`src/rtl/tile_row_streamer_pkg.sv`:
```
// Shared types and helpers for tile_row_streamer: FSM states, default geometry,
// derived sum width and the row-count saturation rule.
package tile_row_streamer_pkg;

  typedef enum logic [0:0] {
    IDLE   = 1'b0,
    STREAM = 1'b1
  } state_e;

  localparam int DEF_DATA_W = 8;
  localparam int DEF_ROWS   = 8;
  localparam int DEF_COLS   = 16;

  // Wide enough for COLS maximal elements, so the row sum can never wrap.
  function automatic int calc_sum_w(input int data_w, input int cols);
    return data_w + $clog2(cols);
  endfunction

  // A requested count of 0, or more rows than the tile holds, means "all rows".
  function automatic int sat_rows(input int cnt, input int rows);
    return (cnt == 0 || cnt > rows) ? rows : cnt;
  endfunction

endpackage

```
`src/rtl/tile_row_streamer_row_sum.sv`:
```
// row_sum_tree: combinational balanced adder tree reducing one row of COLS
// unsigned elements to a SUM_W-bit sum (leaves padded to a power of two).
module row_sum_tree
  import tile_row_streamer_pkg::*;
#(
  parameter  int DATA_W = DEF_DATA_W,
  parameter  int COLS   = DEF_COLS,
  localparam int SUM_W  = calc_sum_w(DATA_W, COLS)
) (
  input  logic [DATA_W-1:0] row [COLS],
  output logic [SUM_W-1:0]  sum
);

  localparam int LEAVES = 1 << $clog2(COLS);

  // Heap layout: node[0] is the root, node[LEAVES-1 +: LEAVES] are the leaves.
  logic [SUM_W-1:0] node [2*LEAVES-1];

  always_comb begin
    for (int i = 0; i < 2*LEAVES-1; i++) node[i] = '0;
    for (int i = 0; i < COLS; i++) node[LEAVES-1+i] = SUM_W'(row[i]);
    for (int i = LEAVES-2; i >= 0; i--) node[i] = node[2*i+1] + node[2*i+2];
    sum = node[0];
  end

endmodule

```
`src/rtl/tile_row_streamer.sv`:
```
// tile_row_streamer: accepts a ROWS x COLS tile in one handshake, then streams it
// one registered row per handshake. Row sums are built only with TILE_ROW_STREAMER_SUM_EN.
module tile_row_streamer
  import tile_row_streamer_pkg::*;
#(
  parameter  int DATA_W = DEF_DATA_W,
  parameter  int ROWS   = DEF_ROWS,
  parameter  int COLS   = DEF_COLS,
  localparam int CNT_W  = $clog2(ROWS+1),
  localparam int SUM_W  = calc_sum_w(DATA_W, COLS)
) (
  input  logic              clk,
  input  logic              rst,
  // Handshakes on both sides: a transfer happens on a rising edge where
  // valid && ready; valid never depends on ready, and outputs are registered.
  input  logic              in_valid,
  output logic              in_ready,
  input  logic [DATA_W-1:0] in_tile [ROWS][COLS],
  input  logic [CNT_W-1:0]  in_row_cnt,
  output logic              out_valid,
  input  logic              out_ready,
  output logic [DATA_W-1:0] out_row [COLS],
  output logic [CNT_W-1:0]  out_row_idx,
  output logic [SUM_W-1:0]  out_row_sum,
  output logic              out_last,
  output logic              busy,
  output state_e            dbg_state
);

  localparam int IDX_W = (ROWS > 1) ? $clog2(ROWS) : 1;

  state_e            state_q, state_d;
  logic [DATA_W-1:0] tile_q [ROWS][COLS];
  logic [CNT_W-1:0]  rows_total_q, rows_total_d;
  logic              accept, row_hs, load_row;
  logic [CNT_W-1:0]  nxt_idx;
  logic [DATA_W-1:0] nxt_row [COLS];
  logic [SUM_W-1:0]  nxt_sum;
  logic              nxt_last;

  always_comb begin
    state_d      = state_q;
    accept       = 1'b0;
    row_hs       = 1'b0;
    load_row     = 1'b0;
    rows_total_d = rows_total_q;
    nxt_idx      = out_row_idx;
    nxt_row      = out_row;
    case (state_q)
      IDLE: begin
        accept = in_valid;
        if (accept) begin
          state_d      = STREAM;
          rows_total_d = CNT_W'(sat_rows(int'(in_row_cnt), ROWS));
          nxt_idx      = '0;
          nxt_row      = in_tile[0];
          load_row     = 1'b1;
        end
      end
      STREAM: begin
        row_hs = out_ready;
        if (row_hs) begin
          if (out_last) begin
            state_d = IDLE;
          end else begin
            nxt_idx  = out_row_idx + CNT_W'(1);
            nxt_row  = tile_q[IDX_W'(nxt_idx)];
            load_row = 1'b1;
          end
        end
      end
      default: state_d = IDLE;
    endcase
    nxt_last = (nxt_idx == rows_total_d - CNT_W'(1));
  end

`ifdef TILE_ROW_STREAMER_SUM_EN
  row_sum_tree #(
    .DATA_W (DATA_W),
    .COLS   (COLS)
  ) u_row_sum (
    .row (nxt_row),
    .sum (nxt_sum)
  );
`else
  assign nxt_sum = '0;
`endif

  always_ff @(posedge clk) begin
    if (rst) begin
      state_q      <= IDLE;
      rows_total_q <= '0;
      out_row      <= '{default: '0};
      out_row_idx  <= '0;
      out_row_sum  <= '0;
      out_last     <= 1'b0;
    end else begin
      state_q      <= state_d;
      rows_total_q <= rows_total_d;
      if (load_row) begin
        out_row     <= nxt_row;
        out_row_idx <= nxt_idx;
        out_row_sum <= nxt_sum;
        out_last    <= nxt_last;
      end else if (row_hs) begin
        // Final row taken: data fields keep their last values, only last drops.
        out_last <= 1'b0;
      end
    end
  end

  // The tile store carries no reset; it is only observed after a fresh accept.
  always_ff @(posedge clk) begin
    if (!rst && accept) tile_q <= in_tile;
  end

  assign in_ready  = (state_q == IDLE) && !rst;
  assign out_valid = (state_q == STREAM);
  assign busy      = (state_q == STREAM);
  assign dbg_state = state_q;

endmodule

```
`config.mk`:
```
export PLATFORM = sky130hd
export DESIGN_NAME = tile_row_streamer
export DESIGN_NICKNAME = d
export VERILOG_FILES = /design/src/rtl/tile_row_streamer_pkg.sv /design/src/rtl/tile_row_streamer_row_sum.sv /design/src/rtl/tile_row_streamer.sv
export SDC_FILE = /design/constraint.sdc
export NUM_CORES = 1
export LEC_CHECK = 0
export ABC_AREA = 1
export BUFFER_PORTS_ARGS = -buffer_cell sky130_fd_sc_hd__buf_2
export CAP_MARGIN = 20
export CORE_AREA = 2 2 456 458
export DETAILED_ROUTE_END_ITERATION = 7
export DIE_AREA = 0 0 458 460
export GPL_ROUTABILITY_DRIVEN = 0
export PLACE_DENSITY_LB_ADDON = 0.05
export SYNTH_ARGS = -nofsm -noshare
export SYNTH_HDL_FRONTEND = slang
export SYNTH_SLANG_ARGS = --single-unit
```
`constraint.sdc`:
```
create_clock -name clk -period 80.2 [get_ports clk]
set_input_delay 16.04 -clock clk [delete_from_list [all_inputs] [get_ports clk]]
set_output_delay 16.04 -clock clk [all_outputs]
set_load 0.02 [all_outputs]
```
==> results.py <==
metrics = {
    "critical_path": {
        "critPathMaxFanout": 12,
        "critPathSlowestCell": "buf_2",
        "cp_cell_sequence": "buf_2 -> nor2_1 -> buf_2",
        "worstSetupStartpointType": "input pin",
        "cp-end-kind": "output pin",
        "required_ps": 64160,
        "crit_type": "input pin to output pin",
        "path_common_cell": "buf_2",
        "critical_path_arrival_ps": 16710,
        "max_stage_delay_ps": 360,
    },
    "pwr": {
        "finalPower_uw": 1530,
        "cellPowerDensity_mw_per_mm2": 26.3,
        "p_leak_uw": 0.0211,
        "ir_drop_v": 0.0000213,
    },
    "timing": {
        "final_hold_viol_count": 0,
        "finalMaxSlewViolations": 0,
        "tightestPinTransition_ps": 1020,
        "finalSetupViolCount": 0,
        "timing.final.crit_share_pct": 40.8,
        "fin_tns_setup_ps": 0,
        "finalClockSkew_ps": 30.8,
        "max_freq_mhz": 30.5,
        "slew_headroom_pct": 31.8,
        "post-route-min-period_ps": 32750,
        "rsz0062_at_grt": "false",
    },
    "drt": {
        "totalWireLength_mm": 213,
        "drt-vias-per-instance": 4.62,
        "avgRoutedWirePerCell_um": 28.9,
        "vias": 34100,
        "dr.pass1.iters": 5,
        "drcViolationCount": 0,
        "ant_nets": 0,
        "drt_first_iter_violations": 2361,
    },
    "synth": {
        "synth_edf_count": 1024,
        "synth_area_per_cell_um2": 13.3,
        "yosysUniqueCellTypes": 26,
        "netlist_area_mm2": 0.0447,
        "netlist_instances": 3358,
        "synth-seq-cells": 1162,
        "async_flop_share_pct": 0,
        "yosysWarnings": 0,
        "synth_flop_cell": "edfxtp_1",
        "ys_seq_area_share_pct": 75.0,
    },
    "placement": {
        "placed_area_mm2": 0.0531,
        "io_buffers": 1168,
        "dpl.hpwl_mm": 145,
    },
    "floorplanning": {
        "core.rowCount": 167,
        "io_pins": 1181,
        "dieArea_mm2": 0.211,
        "die_height_um": 460,
        "die_w_um": 458,
        "core_region_area_mm2": 0.206,
        "start_util_pct": 21.7,
    },
    "final_layout": {
        "final-seq-area_mm2": 0.0335,
        "multi_input_area_mm2": 0.00981,
        "syn_to_final_growth_pct": 30.1,
        "n_fill_cell": 21600,
        "nets": 5491,
        "final_cell_area_mm2": 0.0581,
        "layout-drive-gt1-share_pct": 31.5,
    },
    "global_route": {
        "grt_util_met2_pct": 32.0,
        "grt_util_met1_pct": 22.2,
        "grt_util_met3_pct": 8.52,
        "overflow": 0,
        "grt_max_degree": 153,
        "grt_first_pass_wirelength_mm": 287,
        "busiest_layer": "met2",
        "grt_pass1_vias": 34300,
        "antenna_found_initial": 332,
        "grt.total_usage_pct": 19.5,
    },
    "clock_tree": {
        "hold_buffers": 0,
        "cts_root_buf": "clkbuf_16",
        "clk_latency_ps": 780,
        "cts_buffer_depth": 3,
        "clkSinkCount": 1162,
        "postCtsSetupBuffers": 0,
        "htree_levels": 4,
        "cts_buffers": 149,
        "cts_tree": "built",
        "ctsResizeCount": 0,
        "clk_pin_slew_ps": 60,
    },
    "worst_hold_path": {
        "min_path_type": "flip-flop to flip-flop",
    },
    "flow_run": {
        "cap_violations": 0,
    },
    "outcome": {
        "status": "completed",
    },
}
placed cells by master, fill, tap and decap left out, types with 18 or more instances in the layout:
cell,n
inv_1,21
clkbuf_16,155
o21ai_0,740
clkbuf_1,44
a21oi_1,159
diode_2,83
nor2_1,530
dfxtp_1,136
nand2_1,46
clkinv_2,21
edfxtp_1,1024
o22ai_1,27
clkbuf_8,18
o211ai_1,27
o221ai_1,229
buf_2,1168
buf_4,46
nand3_1,113
clkinv_1,23
stage by stage:
stage,hold slack [ps],std cells,utilization [%],worst slack (ps)
2_1_floorplan,537,3369,-,19120
3_3_place_gp,507,7010,25.8,47450
3_5_place_dp,497,7010,25.8,47430
4_1_cts,501,7286,28.1,47440
5_1_grt,550,7330,28.2,47400
6_report,502,7369,28.2,47450
cells in the mapped netlist (all sizes together), types with 2 or more instances:
master | number | area, µm²
a21oi | 159 | 796
buf | 120 | 762
clkbuf | 163 | 617
dfxtp | 138 | 2760
edfxtp | 1024 | 30700
ha | 2 | 25.0
inv | 26 | 97.6
nand2 | 49 | 189
nand3 | 114 | 571
nor2 | 531 | 1990
o211ai | 27 | 203
o21ai | 744 | 3720
o221ai | 229 | 2010
o22ai | 27 | 169
cell type report:
class	instances	share of cell area, %
antenna	83	0.357
clock buffer	217	7.38
clock inverter	59	0.852
inverter	27	0.217
multi-input combinational	1897	16.9
sequential	1162	57.6
tap	2704	5.82
timing repair buffer	1220	10.9
per-layer routing:
layer	wire length (µm)	up-vias
met1	82400	16600
met5	1110	-
met3	20000	676
met2	101000	1437
li1	-	15100
met4	8290	190
registers in the layout (all words and copies together) (netlist names):
signal        cells
out_row_idx       4
out_last          1
tile_q         1024
busy              1
out_row         128
rows_total_q      4
cells by family after synthesis:
group | Yosys count | synth area share, %
AO/OA/AOI/OAI | 1187 | 15.5
flip-flops | 1162 | 75.0
AND/OR/NAND/NOR | 696 | 6.19
buffers and inverters | 310 | 3.31
adder cells (fa/ha/maj) | 2 | 0.0560
other | 1 | 0.00839
final timing paths:
check | startpoint | end | slack (ps) | cells after the start
setup / recovery | rst | in_ready | 47450 | 3
hold / removal | out_last | busy | 500 | 1
setup reg to reg | busy | tile_q[410] | 74130 | 9
hold reg to reg | out_last | busy | 500 | 1
critical path, delay by kind of cell:
family | cells | cell delay (ps)
AND/OR/NAND/NOR | 1 | 100
buffers and inverters | 2 | 560
power breakdown:
| part | internal (µW) | switching [µW] | total [µW] |
|---|---|---|---|
| sequential | 691 | 10.6 | 702 |
| combinational | 48.8 | 110 | 158 |
| clock | 391 | 278 | 669 |
| total | 1130 | 398 | 1530 |
Power figures use the tool's default switching activity.
